--- config.mk ---
export PLATFORM = sky130hd
export DESIGN_NAME = instruction_loader
export DESIGN_NICKNAME = d
export VERILOG_FILES = /design/src/rtl/cpu_mem_pkg.sv /design/src/rtl/instruction_loader.sv
export SDC_FILE = /design/constraint.sdc
export NUM_CORES = 1
export LEC_CHECK = 0
export ABC_AREA = 0
export ABC_CLOCK_PERIOD_IN_PS = 2100
export CORE_MARGIN = 10
export CORE_UTILIZATION = 36
export DETAILED_ROUTE_END_ITERATION = 6
export PLACE_DENSITY_LB_ADDON = 0.3
export SLEW_MARGIN = 25
export SYNTH_ARGS = -nofsm -noshare
export SYNTH_HDL_FRONTEND = slang
export SYNTH_SLANG_ARGS = --single-unit
--- constraint.sdc ---
create_clock -name Clock -period 2.1 [get_ports Clock]
set_clock_uncertainty 0.15 [all_clocks]
set_input_delay 0.315 -clock Clock [delete_from_list [all_inputs] [get_ports Clock]]
set_output_delay 0.315 -clock Clock [all_outputs]
set_load 0.01 [all_outputs]
--- src/rtl/cpu_mem_pkg.sv ---
// ---------------------------------------------------------------------------
// cpu_mem_pkg
// Definitions shared by the instruction-memory writer (instruction_loader)
// and the fetch side. Holds the loader FSM state encoding and the memory
// geometry constants.
// ---------------------------------------------------------------------------
package cpu_mem_pkg;

    localparam int INSTR_W    = 16;   // instruction word width
    localparam int BYTE_W     = 8;    // instruction memory is byte-wide
    localparam int IMEM_BYTES = 128;  // default instruction memory depth

    // Loader FSM encoding, kept as plain constants so legacy code that
    // compares against raw state values keeps working.
    typedef logic [2:0] loader_state_t;

    localparam loader_state_t ST_IDLE      = 3'd0;
    localparam loader_state_t ST_WAIT_WORD = 3'd1;
    localparam loader_state_t ST_WR_HI     = 3'd2;
    localparam loader_state_t ST_WR_LO     = 3'd3;
    localparam loader_state_t ST_DONE      = 3'd4;

    // Big-endian split of an instruction word into its memory bytes.
    function automatic logic [BYTE_W-1:0] hi_byte(input logic [INSTR_W-1:0] w);
        return w[INSTR_W-1:BYTE_W];
    endfunction

    function automatic logic [BYTE_W-1:0] lo_byte(input logic [INSTR_W-1:0] w);
        return w[BYTE_W-1:0];
    endfunction

endpackage

--- src/rtl/instruction_loader.sv ---
// ---------------------------------------------------------------------------
// instruction_loader
// Writer side of the byte-wide, big-endian instruction memory. Accepts
// 16-bit words over a valid/ready stream and writes each one as two bytes
// (high byte at the even address, low byte at address+1), holding the CPU
// for the whole load so fetch never sees a half-written program.
//
// Optional build macro: LOADER_CHECKSUM_EN
//   defined   -> Checksum is the modulo-2^16 sum of the words captured since
//                the last accepted Start
//   undefined -> Checksum is tied to 0 and no adder is built
//
// Parameters
//   MEM_BYTES  instruction memory depth in bytes (even)
//   BASE_ADDR  byte address of the first word written (even)
//   NUM_W      width of NumWords
//
// Ports
//   Clock      rising-edge clock
//   Reset      asynchronous, active-high reset
//   Start      one-cycle load request, sampled in IDLE only
//   NumWords   number of words to load, sampled with Start
//   WordValid  source presents a word on WordIn
//   WordIn     instruction word, [15:8] high byte, [7:0] low byte
//   WordReady  loader accepts WordIn this cycle
//   MemWrEn    byte write strobe
//   MemWrAddr  byte write address (0 when MemWrEn=0)
//   MemWrData  byte write data (0 when MemWrEn=0)
//   CpuHold    holds the CPU/PC while a load is in progress
//   Busy       FSM is not IDLE
//   Done       one-cycle pulse on successful completion
//   Error      sticky overflow flag, cleared by the next accepted Start
//   Checksum   running word sum (see macro above)
// ---------------------------------------------------------------------------
module instruction_loader
    import cpu_mem_pkg::*;
#(
    parameter int          MEM_BYTES = IMEM_BYTES,
    parameter logic [15:0] BASE_ADDR = 16'd0,
    parameter int          NUM_W     = 7
) (
    input  logic               Clock,
    input  logic               Reset,
    input  logic               Start,
    input  logic [NUM_W-1:0]   NumWords,
    input  logic               WordValid,
    input  logic [INSTR_W-1:0] WordIn,
    output logic               WordReady,
    output logic               MemWrEn,
    output logic [15:0]        MemWrAddr,
    output logic [BYTE_W-1:0]  MemWrData,
    output logic               CpuHold,
    output logic               Busy,
    output logic               Done,
    output logic               Error,
    output logic [15:0]        Checksum
);

    // Highest legal byte address, widened so the bound check cannot wrap.
    localparam logic [31:0] LAST_BYTE = 32'(MEM_BYTES - 1);

    loader_state_t        state;
    loader_state_t        state_nxt;
    logic [15:0]          addr;
    logic [NUM_W-1:0]     rem;
    logic [INSTR_W-1:0]   word;
    logic                 error_q;
    logic                 overflow;
    logic                 accept;
    logic                 start_ok;

    // The low byte of the next word would land past the end of memory.
    assign overflow = ({16'd0, addr} + 32'd1) > LAST_BYTE;
    assign accept   = (state == ST_WAIT_WORD) && !overflow && WordValid;
    assign start_ok = (state == ST_IDLE) && Start;

    // ------------------------------------------------------------------
    // Next-state logic
    // ------------------------------------------------------------------
    always_comb begin
        state_nxt = state;
        case (state)
            ST_IDLE: begin
                if (Start) begin
                    state_nxt = (NumWords == '0) ? ST_DONE : ST_WAIT_WORD;
                end
            end
            ST_WAIT_WORD: begin
                if (overflow) begin
                    state_nxt = ST_IDLE;
                end else if (WordValid) begin
                    state_nxt = ST_WR_HI;
                end
            end
            ST_WR_HI: state_nxt = ST_WR_LO;
            ST_WR_LO: state_nxt = (rem == NUM_W'(1)) ? ST_DONE : ST_WAIT_WORD;
            ST_DONE:  state_nxt = ST_IDLE;
            default:  state_nxt = ST_IDLE;
        endcase
    end

    // ------------------------------------------------------------------
    // State, address, remaining count, holding register, error flag
    // ------------------------------------------------------------------
    always_ff @(posedge Clock or posedge Reset) begin
        if (Reset) begin
            state   <= ST_IDLE;
            addr    <= '0;
            rem     <= '0;
            word    <= '0;
            error_q <= 1'b0;
        end else begin
            state <= state_nxt;
            case (state)
                ST_IDLE: begin
                    if (Start) begin
                        addr    <= BASE_ADDR;
                        rem     <= NumWords;
                        error_q <= 1'b0;
                    end
                end
                ST_WAIT_WORD: begin
                    if (overflow) begin
                        error_q <= 1'b1;
                    end else if (WordValid) begin
                        word <= WordIn;
                    end
                end
                ST_WR_LO: begin
                    addr <= addr + 16'd2;
                    rem  <= rem - NUM_W'(1);
                end
                default: ;
            endcase
        end
    end

    // ------------------------------------------------------------------
    // Outputs decoded from the current state
    // ------------------------------------------------------------------
    always_comb begin
        WordReady = 1'b0;
        MemWrEn   = 1'b0;
        MemWrAddr = '0;
        MemWrData = '0;
        case (state)
            ST_WAIT_WORD: WordReady = !overflow;
            ST_WR_HI: begin
                MemWrEn   = 1'b1;
                MemWrAddr = addr;
                MemWrData = hi_byte(word);
            end
            ST_WR_LO: begin
                MemWrEn   = 1'b1;
                MemWrAddr = addr + 16'd1;
                MemWrData = lo_byte(word);
            end
            default: ;
        endcase
    end

    assign Busy    = (state != ST_IDLE);
    assign CpuHold = (state != ST_IDLE);
    assign Done    = (state == ST_DONE);
    assign Error   = error_q;

`ifdef LOADER_CHECKSUM_EN
    logic [15:0] sum;

    always_ff @(posedge Clock or posedge Reset) begin
        if (Reset) begin
            sum <= '0;
        end else if (start_ok) begin
            sum <= '0;
        end else if (accept) begin
            sum <= sum + WordIn;
        end
    end

    assign Checksum = sum;
`else
    logic unused_cs;
    assign unused_cs = accept & start_ok;
    assign Checksum  = '0;
`endif

endmodule

==> metrics, run 1 <==
status finished, final reports clean; synthesized cell area 2450 um2; GRT Resource Usage Total 0.120; worst min path class input port to asynchronous set/reset pin; CTS buffer count 5; maximum capacitance violations 0; area share of the largest cell type after synthesis 0.429; slowest cell on the critical path sky130_fd_sc_hd__dfrtp_1; arrival time at the worst endpoint 2.13 ns; Placed Area 3280 um2; leading cell types by total area after synthesis sky130_fd_sc_hd__dfrtp_1 43%, sky130_fd_sc_hd__mux2i_1 6.5%, sky130_fd_sc_hd__mux2_4 5.5%; Largest stage delay, worst path 0.41 ns; routed wirelength normalized by instance count roughly 15 um; clock slew seen by the registers of the worst setup and hold paths 0.08 ns; Setup crit end kind flop; Clock Path Buffers 2; vias in the first global route 2,092; number of nets with antenna violations after routing 0; insertion delay to the later sink of the worst-skew pair 0.29 ns; last weighted congestion value of the routability-driven placer between 0.8 and 0.9; distinct cell type count of the synthesized netlist 49; Chip Height 102 um; ordered list of cells on the worst path buf_6 > nor4b_4 > nand4_1 > nor3b_4 > buf_6 > clkbuf_16 > mux2_4; RSZ-0062 raised after global routing true; maximum fanout along the worst path 8; CTS tree yes; Slew Limit Fails 0; placeable core region 6460 um2; total power density per cell area 1120 nW/um2; leading cell types in the layout, fill and taps excluded 42 x sky130_fd_sc_hd__dfrtp_1, 33 x sky130_fd_sc_hd__buf_4, 28 x sky130_fd_sc_hd__dlygate4sd2_1; global-route wire length before repair 10.3 mm; worst flop-to-flop path startpoint addr[12]; Placed Cells 400; die area 10,500 um2; Static Leak 1.75 nW; startpoint class of the critical path flop; required time of the critical path 2.13 ns; final net count 366; Clock Sink Count between 40 and 50; antenna violations before repair 0; EDFF count, synth 0; maximum number of pins on one net before global-route repair 43; growth of design area from synthesis to finish 44.2%; number of ports placed on the die boundary 73; post-synthesis register bit count 42; worst slew margin relative to its limit 0.652; layout filler cell count 615; DRC Markers 0; H-tree level count 2; total inserted antenna cells 0; total wire length 6.32 mm; Port Buffers 56; shortest clock period the worst path allows after layout 2.10 ns; final hold vios 0; vias after detailed routing just over 2,000; number of warning messages in the yosys log 0; sequential cell area fraction in the yosys report 0.429; max frequency 0.476 GHz; placed wire-length estimate 4.75 mm; total global routing overflow 0; number of placement rows 29; Least-Margin Pin Slew 0.522 ns; Finished Cell Area around 3500 um2; number of standard cells after synthesis between 200 and 250; first-pass iteration count of the detailed router 4; CTS Root Cell sky130_fd_sc_hd__clkbuf_8; average cell area after synthesis around 10 um2; violation count after the first detailed-route iteration 88; Post-synth top flop sky130_fd_sc_hd__dfrtp_1; Cell Count, Final, Fillers Out 414; cell accounting for the most synthesized area sky130_fd_sc_hd__dfrtp_1; most used cell along the critical path sky130_fd_sc_hd__buf_6; Crit Path Class flop to flop; number of vias per cell 4.91; FFs w/ async S/R, synth 1.00; most common cell after layout, fill and taps aside sky130_fd_sc_hd__dfrtp_1; total power consumption of the routed design 3.95 mW; Starting Density 0.379; Post-CTS Hold Fix Bufs 0; final setup vio count 0; Die Span X around 100 um; Max rail drop VDD 706 uV; fraction of final layout cells with drive strength greater than 1 0.258; Critical Path Start addr[12]; part of the cycle the worst path needs 1.00
[what timing repair did]
action                     4_1_cts  5_1_grt
setup buffers                    0        4
setup endpoints to repair       29       40
hold endpoints to repair         0        0
gates resized for setup         32       21
pin swaps                        0        5
gates cloned                     0        2
[sequential cells by signal (all words and copies together), names as in the netlist]
register and cells:
Error 1, addr 15, rem 7, state 3
word 16
[stage by stage]
stage / TNS, ns / hold slack (ns) / utilization / setup WS [ns]
6_report: 0 / 0.298 / 0.546 / 0.000457
5_1_grt: -0.701 / 0.353 / 0.546 / -0.0599
4_1_cts: -0.109 / 0.320 / 0.522 / -0.109
3_5_place_dp: -0.0921 / 0.346 / 0.508 / -0.0921
3_3_place_gp: -0.0864 / 0.341 / 0.508 / -0.0864
2_1_floorplan: 0 / 0.254 / - / 0.103
[worst paths after layout]
kind | to | slack, ns | cells past startpoint
setup / recovery | word[6] | 0.0005 | 7
hold / removal | word[13] | 0.30 | 3
setup reg to reg | word[6] | 0.0005 | 7
hold reg to reg | word[3] | 0.37 | 1
max in group asynchronous | addr[4] | 1.14 | 3
min in group Clock | word[3] | 0.37 | 1
[power breakdown]
group	total, mW	switching, mW	internal, mW	leakage, nW
Sequential	1.27	0.188	1.09	0.529
Clock	0.629	0.274	0.355	0.0514
Combinational	2.05	0.900	1.15	1.17
Total	3.95	1.36	2.59	1.75
[synthesized netlist by cell type, drive strengths merged, types with 2 or more instances]
library cell  number
nor4               4
a31o               2
nand2             22
buf               22
dfrtp             42
nor2              22
ha                 3
a211oi             2
nor3               5
inv                7
nand2b             2
or2                2
and2              16
mux2i             16
nor3b              2
nand4              6
a21oi              4
mux2              17
o21ai              9
o211ai             2
nand3             11
nor4b              3
clkbuf             5
[critical path: cells and delay by family, from the launching register on]
kind | cells | cell delay [ns]
AND/OR/NAND/NOR | 3 | 0.66
buffers and inverters | 3 | 0.46
flip-flops | 1 | 0.41
multiplexers | 1 | 0.29
[kinds of logic after synthesis]
logic type | Yosys count | synth area share
compound gates | 28 | 0.0787
xor+xnor | 1 | 0.00358
fa+ha+maj | 3 | 0.0153
buf+inv | 34 | 0.0864
flops | 42 | 0.429
mux | 33 | 0.157
other cells | 1 | 0.00153
simple gates | 100 | 0.228
[final cells by class]
| class | count | area [um2] | share of cell area |
|---|---|---|---|
| Multi-Input combinational cell | 181 | 1320 | 0.373 |
| Sequential cell | 42 | 1050 | 0.298 |
| Timing Repair Buffer | 99 | 930 | 0.263 |
| Tap cell | 77 | 96.3 | 0.0273 |
| Clock buffer | 6 | 72.6 | 0.0206 |
| Clock inverter | 2 | 37.5 | 0.0106 |
| Inverter | 7 | 26.3 | 0.00744 |
[layer usage]
metal	up-vias	share of wire	GRT usage
met1	960	0.47	0.157
met3	2	0.073	0.0351
met5	-	0	0
met4	0	0.0024	0.0293
met2	67	0.46	0.191
li1	1003	-	-
No activity file was read; power rests on OpenSTA's default activity.
==> run 2: changes to the inputs <==
--- a/config.mk
+++ b/config.mk
@@ -11,7 +11,8 @@
 export CORE_UTILIZATION = 36
 export DETAILED_ROUTE_END_ITERATION = 6
 export PLACE_DENSITY_LB_ADDON = 0.3
-export SLEW_MARGIN = 25
+export SKIP_CTS_REPAIR_TIMING = 1
+export SLEW_MARGIN = 20
 export SYNTH_ARGS = -nofsm -noshare
 export SYNTH_HDL_FRONTEND = slang
 export SYNTH_SLANG_ARGS = --single-unit
==> metrics, run 2 (synthesis results as in run 1) <==
worst min path class input port to asynchronous set/reset pin; CTS Root Cell sky130_fd_sc_hd__clkbuf_8; status finished, final reports clean; fraction of final layout cells with drive strength greater than 1 0.248; placed wire-length estimate 4.75 mm; Setup crit end kind flop; CTS buffer count 5; final hold vios 0; Clock Path Buffers 2; GRT Resource Usage Total 0.119; number of nets with antenna violations after routing 0; register bank with the most flops word; Placed Cells 400; required time of the critical path between 2 and 2.5 ns; last weighted congestion value of the routability-driven placer 0.829; violation count after the first detailed-route iteration 69; Cell Count, Final, Fillers Out 412; first-pass iteration count of the detailed router 4; antenna violations before repair 0; vias in the first global route slightly above 2,000; max frequency 0.476 GHz; maximum fanout along the worst path 8; Slew Limit Fails 0; Static Leak 2.08 nW; shortest clock period the worst path allows after layout around 2.1 ns; Least-Margin Pin Slew 0.522 ns; Chip Height between 100 and 150 um; worst slew margin relative to its limit 0.652; RSZ-0062 raised after global routing true; placeable core region between 6000 and 7000 um2; maximum capacitance violations 0; DRC Markers 0; number of vias per cell 4.93; registers with the highest flip-flop counts word x16, addr x15, rem x7; most common cell after layout, fill and taps aside sky130_fd_sc_hd__dfrtp_1; Port Buffers 56; global-route wire length before repair 10.2 mm; number of placement rows 29; number of ports placed on the die boundary 73; final setup vio count 0; routed wirelength normalized by instance count about 16 um; startpoint class of the critical path flop; Setup WS post-layout 0.000416 ns; maximum number of pins on one net before global-route repair 43; Starting Density 0.379; Die Span X roughly 100 um; Crit Path Class flop to flop; total wire length 6.40 mm; Max rail drop VDD 701 uV; die area 10,500 um2; clock slew seen by the registers of the worst setup and hold paths 0.08 ns; Largest register FFs 16; arrival time at the worst endpoint between 2 and 2.5 ns; CTS tree yes; Clock Sink Count 42; final net count about 360; part of the cycle the worst path needs 1.00; vias after detailed routing 2,030; total inserted antenna cells 0; final total negative setup slack 0 ns; worst-case setup slack after placement -0.0921 ns; leading cell types in the layout, fill and taps excluded 42 x sky130_fd_sc_hd__dfrtp_1, 34 x sky130_fd_sc_hd__buf_4, 28 x sky130_fd_sc_hd__dlymetal6s2s_1; insertion delay to the later sink of the worst-skew pair 0.29 ns; growth of design area from synthesis to finish 46.8%; H-tree level count 2; total power density per cell area between 1000 and 1500 nW/um2; total global routing overflow 0
## run 2: routing by layer
metal | global-route usage | up-vias | wire length, um
li1 | - | 999 | -
met2 | 0.189 | 66 | 2910
met3 | 0.0331 | 3 | 407
met4 | 0.0293 | 0 | 27
met1 | 0.156 | 962 | 3060
met5 | 0 | - | 0
## run 2: worst max-delay path: stages, from the launching register on
cell and delay, ns:
sky130_fd_sc_hd__dfrtp_1 0.39, sky130_fd_sc_hd__buf_4 0.16, sky130_fd_sc_hd__nor4b_4 0.26, sky130_fd_sc_hd__nand4_1 0.18, sky130_fd_sc_hd__nor3b_4 0.23, sky130_fd_sc_hd__buf_6 0.15
sky130_fd_sc_hd__clkbuf_16 0.16, sky130_fd_sc_hd__mux2_4 0.29
## run 2: area by class of cell
class,count,area (um2)
clock buffer,6,72.6
clock inverter,2,37.5
fill,594,2870
inverter,7,26.3
multi-input combinational,181,1300
sequential,42,1050
tap,77,96.3
timing repair buffer,97,1000
## run 2: stage by stage
stage	utilization	power (mW)	hold slack, ns	area [um2]
after floorplan	-	2.40	0.254	2500
after global placement	0.508	3.11	0.341	3280
after detailed placement	0.508	3.15	0.346	3280
after CTS	0.525	3.79	0.320	3390
after global routing	0.556	4.21	0.358	3590
final	0.556	3.92	0.298	3590
## run 2: worst paths after layout
check	startpoint	to	slack, ns	cells past startpoint
hold reg to reg	word[13]	word[13]	0.37	1
hold / removal	Reset	word[13]	0.30	3
max in group asynchronous	Reset	addr[4]	1.14	3
setup / recovery	addr[12]	word[6]	0.0004	7
min in group Clock	word[13]	word[13]	0.37	1
setup reg to reg	addr[12]	word[6]	0.0004	7
## run 2: report_power, final
part / leakage, nW / internal [mW] / total [mW] / switching (mW)
combinational: 1.50 / 1.14 / 2.03 / 0.892
sequential: 0.529 / 1.09 / 1.27 / 0.179
clock: 0.0514 / 0.355 / 0.628 / 0.273
